**src/rtl/glitcbus_master.sv**
```systemverilog
// GLITCBUS initiator: serialises one 16-bit-address / 32-bit-data request onto the
// 8-bit multiplexed bus (2 address beats, 2 turnaround beats on reads, 4 data beats).
module glitcbus_master (
  input  logic        clk_i,
  input  logic        rst_i,
  input  logic [15:0] gb_adr_i,
  input  logic [31:0] gb_dat_i,
  input  logic        gb_wr_i,
  input  logic        gb_rd_i,
  output logic [31:0] gb_dat_o,
  output logic        gb_ack_o,
  output logic        gb_busy_o,
  output logic        GSEL_B,
  output logic        GRDWR_B,
  input  logic [7:0]  GAD_i,
  output logic [7:0]  GAD_o,
  output logic        GAD_oe_o
);

  typedef enum logic [2:0] {IDLE, A1, A0, WD, TA, RD, END} state_t;

  state_t      state;
  logic [15:0] adr;
  logic [31:0] sh;
  logic        rd;
  logic [1:0]  cnt;

  assign gb_busy_o = (state != IDLE);

  // Bus pins are computed for the state being entered, so every pin is a flop output.
  // sh holds outgoing write data, then collects incoming read bytes.
  always_ff @(posedge clk_i) begin
    if (rst_i) begin
      state    <= IDLE;
      adr      <= '0;
      sh       <= '0;
      rd       <= 1'b0;
      cnt      <= '0;
      gb_dat_o <= '0;
      gb_ack_o <= 1'b0;
      GSEL_B   <= 1'b1;
      GRDWR_B  <= 1'b1;
      GAD_o    <= '0;
      GAD_oe_o <= 1'b0;
    end else begin
      gb_ack_o <= 1'b0;
      unique case (state)
        IDLE: begin
          if (gb_wr_i || gb_rd_i) begin
            state    <= A1;
            adr      <= gb_adr_i;
            sh       <= gb_dat_i;
            rd       <= ~gb_wr_i;
            GSEL_B   <= 1'b0;
            GRDWR_B  <= ~gb_wr_i;
            GAD_o    <= gb_adr_i[15:8];
            GAD_oe_o <= 1'b1;
          end
        end
        A1: begin
          state <= A0;
          GAD_o <= adr[7:0];
        end
        A0: begin
          if (rd) begin
            state    <= TA;
            cnt      <= 2'd1;
            GAD_o    <= '0;
            GAD_oe_o <= 1'b0;
          end else begin
            state <= WD;
            cnt   <= 2'd3;
            GAD_o <= sh[31:24];
            sh    <= {sh[23:0], 8'h00};
          end
        end
        WD: begin
          if (cnt == 2'd0) begin
            state    <= END;
            gb_ack_o <= 1'b1;
            GSEL_B   <= 1'b1;
            GAD_o    <= '0;
            GAD_oe_o <= 1'b0;
          end else begin
            cnt   <= cnt - 2'd1;
            GAD_o <= sh[31:24];
            sh    <= {sh[23:0], 8'h00};
          end
        end
        TA: begin
          if (cnt == 2'd0) begin
            state <= RD;
            cnt   <= 2'd3;
          end else begin
            cnt <= cnt - 2'd1;
          end
        end
        RD: begin
          sh <= {sh[23:0], GAD_i};
          if (cnt == 2'd0) begin
            state    <= END;
            gb_dat_o <= {sh[23:0], GAD_i};
            gb_ack_o <= 1'b1;
            GSEL_B   <= 1'b1;
          end else begin
            cnt <= cnt - 2'd1;
          end
        end
        END: begin
          state   <= IDLE;
          GRDWR_B <= 1'b1;
        end
        default: state <= IDLE;
      endcase
    end
  end

endmodule

```
**config.mk**
```make
export PLATFORM = sky130hd
export DESIGN_NAME = glitcbus_master
export DESIGN_NICKNAME = d
export VERILOG_FILES = /design/src/rtl/glitcbus_master.sv
export SDC_FILE = /design/constraint.sdc
export NUM_CORES = 1
export LEC_CHECK = 0
export CAP_MARGIN = 20
export CORE_MARGIN = 4
export CORE_UTILIZATION = 25
export CTS_BUF_LIST = sky130_fd_sc_hd__clkbuf_8
export DETAILED_ROUTE_END_ITERATION = 12
export PLACE_DENSITY_LB_ADDON = 0.3
export SLEW_MARGIN = 40
export SYNTH_ARGS = -nofsm -noshare
export SYNTH_HDL_FRONTEND = slang
export SYNTH_SLANG_ARGS = --single-unit
```
**constraint.sdc**
```tcl
create_clock -name clk_i -period 2.49 [get_ports clk_i]
set_input_delay 0.249 -clock clk_i [delete_from_list [all_inputs] [get_ports clk_i]]
set_output_delay 0.249 -clock clk_i [all_outputs]
set_load 0.02 [all_outputs]
```
==> results.md <==
* Total wire length at 12310 µm
* Post-Route Setup TNS at 0 ns
* Switching part of the total power at 39.28%
* Crit path required time at 2.24 ns
* First drt pass iteration count at 4
* Final Max Tran Viols at 0
* Htree depth at 3
* Largest net degree at the start of global routing at 58
* Post-synth EDFFs at 0
* Slew @ Worst Pin at just under 0.7 ns
* DRC at 0
* CTS Sinks at 90
* GPL Wtd Cong at 0.7771
* CTS buffer count at 9
* Cell Rows at 46
* Synthesized net count at 550
* Total power at around 0.0057 W
* Post-route clock skew at ~0.0086 ns
* Crit path largest cell delay at 0.62 ns
* Mapped Area at 0.004010 mm²
* Chip Height at about 130 µm
* Clock Latency Late Sink at ~0.36 ns
* First-pass GRT wire length at approximately 20000 µm
* Asr flop ratio synth at 0%
* IO buf count at roughly 100
* Fill cell count at between 1500 and 2000
* Mapped Cells at around 500
* Top Ports at approximately 110
* First DRT Iteration DRCs at 210
* Detailed-route via count at 3690
* Setup Crit Path Kind: register to primary output
* Internal Power at 0.003456 W
* Sequential share of power at a little under two fifths
* Die Area at about 0.018 mm²
* Area Growth Syn to Fin at 34.91%
* Psw at 0.002235 W
* Top cell type's share of synthesized area at 44.93%
* Seq/Total Area, Yosys at approximately 45%
* Critical path endpoint category: primary output
* Final WS setup at 0.3278 ns
* Total congestion overflow at 0
* Final period utilization at 86.84%
* Die X at 134.7 µm
* Crit path max-delay family: buffers and inverters
* CTS resizes at 0
* Initial core utilization at 25.34%
* Post-Layout Cell Count at 794
* Setup violations, final at 0
* Status: completed
* Max clock buf depth at 2
* Yosys warns at 0
* Initial antenna violation count at 0
* Post-CTS Repair Setup Buffers at 0
* Ant. Diodes at 0
* Remaining antenna violation count at 0
* TritonCTS clock tree: built
* Layout cells sized above 1 at 6.228%
* Max VDD drop at between 0.5 and 0.6 mV
* Routed wire length per instance at 15.50 µm
* Worst path cell trace: buf_4 -> or3_1 -> clkdlybuf4s50_1
* Vias in the first global route at 3814
* Critical Path Fanout Max at 16
* Ys flop type: dfxtp_1
* Leak at 2.008 nW
* Distinct cell type count after synthesis at 47
* Post-synthesis register bit count at 90
* Synth area leader: dfxtp_1
* CP startpoint kind: register
* Hold Violations, Final at 0
* Vias/cell at 4.647
* Nets at 635
* Gr usage total at 13.78%
* Max Cap Violations at 0
* Critical path arrival at 1.91 ns
* Pwr/cell area at 1052 mW/mm²
* Placement Setup Slack at ~0.49 ns
* Hold slack at between 0.2 and 0.25 ns
* Core Region at 0.01583 mm²
* CTS Hold Bufs at 0
* RSZ-0062 raised after global routing: false
* Mean Syn Cell Area at between 8 and 9 µm²
* Cell count after placement at 778
* Area contributors post-synth: dfxtp_1 (45%), nand2_1 (11%), a21oi_1 (8.9%)
* Crit path time final at 2.162 ns
* Buffers and inverters on the worst path at 2
* Clock Power Share at between 10% and 20%
* Register clock-pin slew on the reported worst setup and hold paths at 0.09 ns
* Root Driver: clkbuf_8
* Max Freq at between 0.4 and 0.5 GHz
* Hold Crit Class: input pin to register
* Comb pwr share at 42.8%
* Critical Path Slowest Stage Cell: clkdlybuf4s50_1
* Max_slew headroom at 53.68%
* HPWL after DPL at 8960 µm
==> cells in the mapped netlist (2+ instances only) <==
cell type and number:
nand2b_1 3, and2_1 3, or2_2 2, or3_1 13, nor3_1 2, buf_6 2, nand3_1 6, a21oi_1 71
buf_2 14, mux2i_1 7, a32o_1 8, inv_1 4, ha_1 2, a31oi_1 8, o211a_1 9, o211ai_1 13
dfxtp_1 90, clkbuf_1 18, o2bb2ai_1 8, nand2_1 118, o21ai_0 22, buf_4 6, nor2_1 11, nor2b_1 19
a2bb2oi_1 2, a21o_1 6
==> cell usage in the layout, fill, tap and decap left out, types with 2 or more instances in the layout <==
| master | instances |
|---|---|
| buf_4 | 11 |
| dfxtp_1 | 90 |
| o21ai_0 | 22 |
| mux2i_1 | 7 |
| a32o_1 | 8 |
| clkbuf_8 | 10 |
| nor3_1 | 2 |
| o211ai_1 | 13 |
| o2bb2ai_1 | 8 |
| inv_1 | 5 |
| a21o_1 | 6 |
| o211a_1 | 9 |
| nand3_1 | 6 |
| nand2_1 | 118 |
| or3_1 | 13 |
| clkinv_2 | 2 |
| ha_1 | 2 |
| a2bb2oi_1 | 2 |
| nand2b_1 | 3 |
| a21oi_1 | 71 |
| bufinv_16 | 2 |
| nor2_1 | 11 |
| or2_2 | 2 |
| clkdlybuf4s50_1 | 103 |
| nor2b_1 | 19 |
| and2_1 | 3 |
| a31oi_1 | 8 |
==> area by class of cell <==
class                      instances  area, µm²  share of cell area [%]
clock inverter                     6      81.33                   1.503
tap                              216      270.3                   4.995
multi-input combinational        353       1986                   36.70
inverter                           4      15.01                  0.2775
sequential                        90       1802                   33.30
clock buffer                      10      137.6                   2.544
timing repair buffer             115       1119                   20.68
==> power groups by stage <==
stage | sequential, W | combinational [W] | clock [W]
floorplan | 0.00213 | 0.00175 | 0
global placement | 0.00217 | 0.00240 | 0
detailed placement | 0.00218 | 0.00244 | 0
CTS | 0.00215 | 0.00245 | 0.00114
global route | 0.00220 | 0.00271 | 0.00121
finish | 0.00214 | 0.00244 | 0.00111
==> registers in the layout (all words and copies together) (netlist names) <==
register  count
rd            1
GRDWR_B       1
adr           8
cnt           2
sh           32
gb_dat_o     32
GSEL_B        1
GAD_o         8
state         3
gb_ack_o      1
GAD_oe_o      1
==> through the flow <==
stage                     instance area [µm²]  utilization [%]
after floorplan                          4010                -
after global placement                   5190            32.79
after detailed placement                 5191            32.80
after CTS                                5410            34.18
after global routing                     5410            34.18
final                                    5410            34.18
==> logic make-up (layout without fill, tap and decap cells) <==
group / Yosys count / in the layout / synth area share [%]
compound gates: 159 / 159 / 25.77
fa+ha+maj: 2 / 2 / 0.6239
buf+inv: 45 / 135 / 5.585
flops: 90 / 90 / 44.93
mux: 7 / 7 / 1.747
simple gates: 185 / 185 / 21.34
==> worst paths after layout <==
| check | slack (ns) | cells after the start | from | endpoint |
|---|---|---|---|---|
| hold / removal | 0.22 | 2 | rst_i | GAD_oe_o |
| setup reg to reg | 0.46 | 4 | state[2] | sh[25] |
| hold reg to reg | 0.46 | 2 | cnt[1] | cnt[1] |
| setup / recovery | 0.33 | 3 | state[1] | gb_busy_o |
==> metal layers <==
metal / GRT usage [%] / share of wire, %
met5: 0 / 0
met4: 5.430 / 2.1
met3: 3.651 / 5.4
met2: 21.98 / 46
met1: 17.79 / 46
Note: power is estimated with default switching activity, not from simulation.
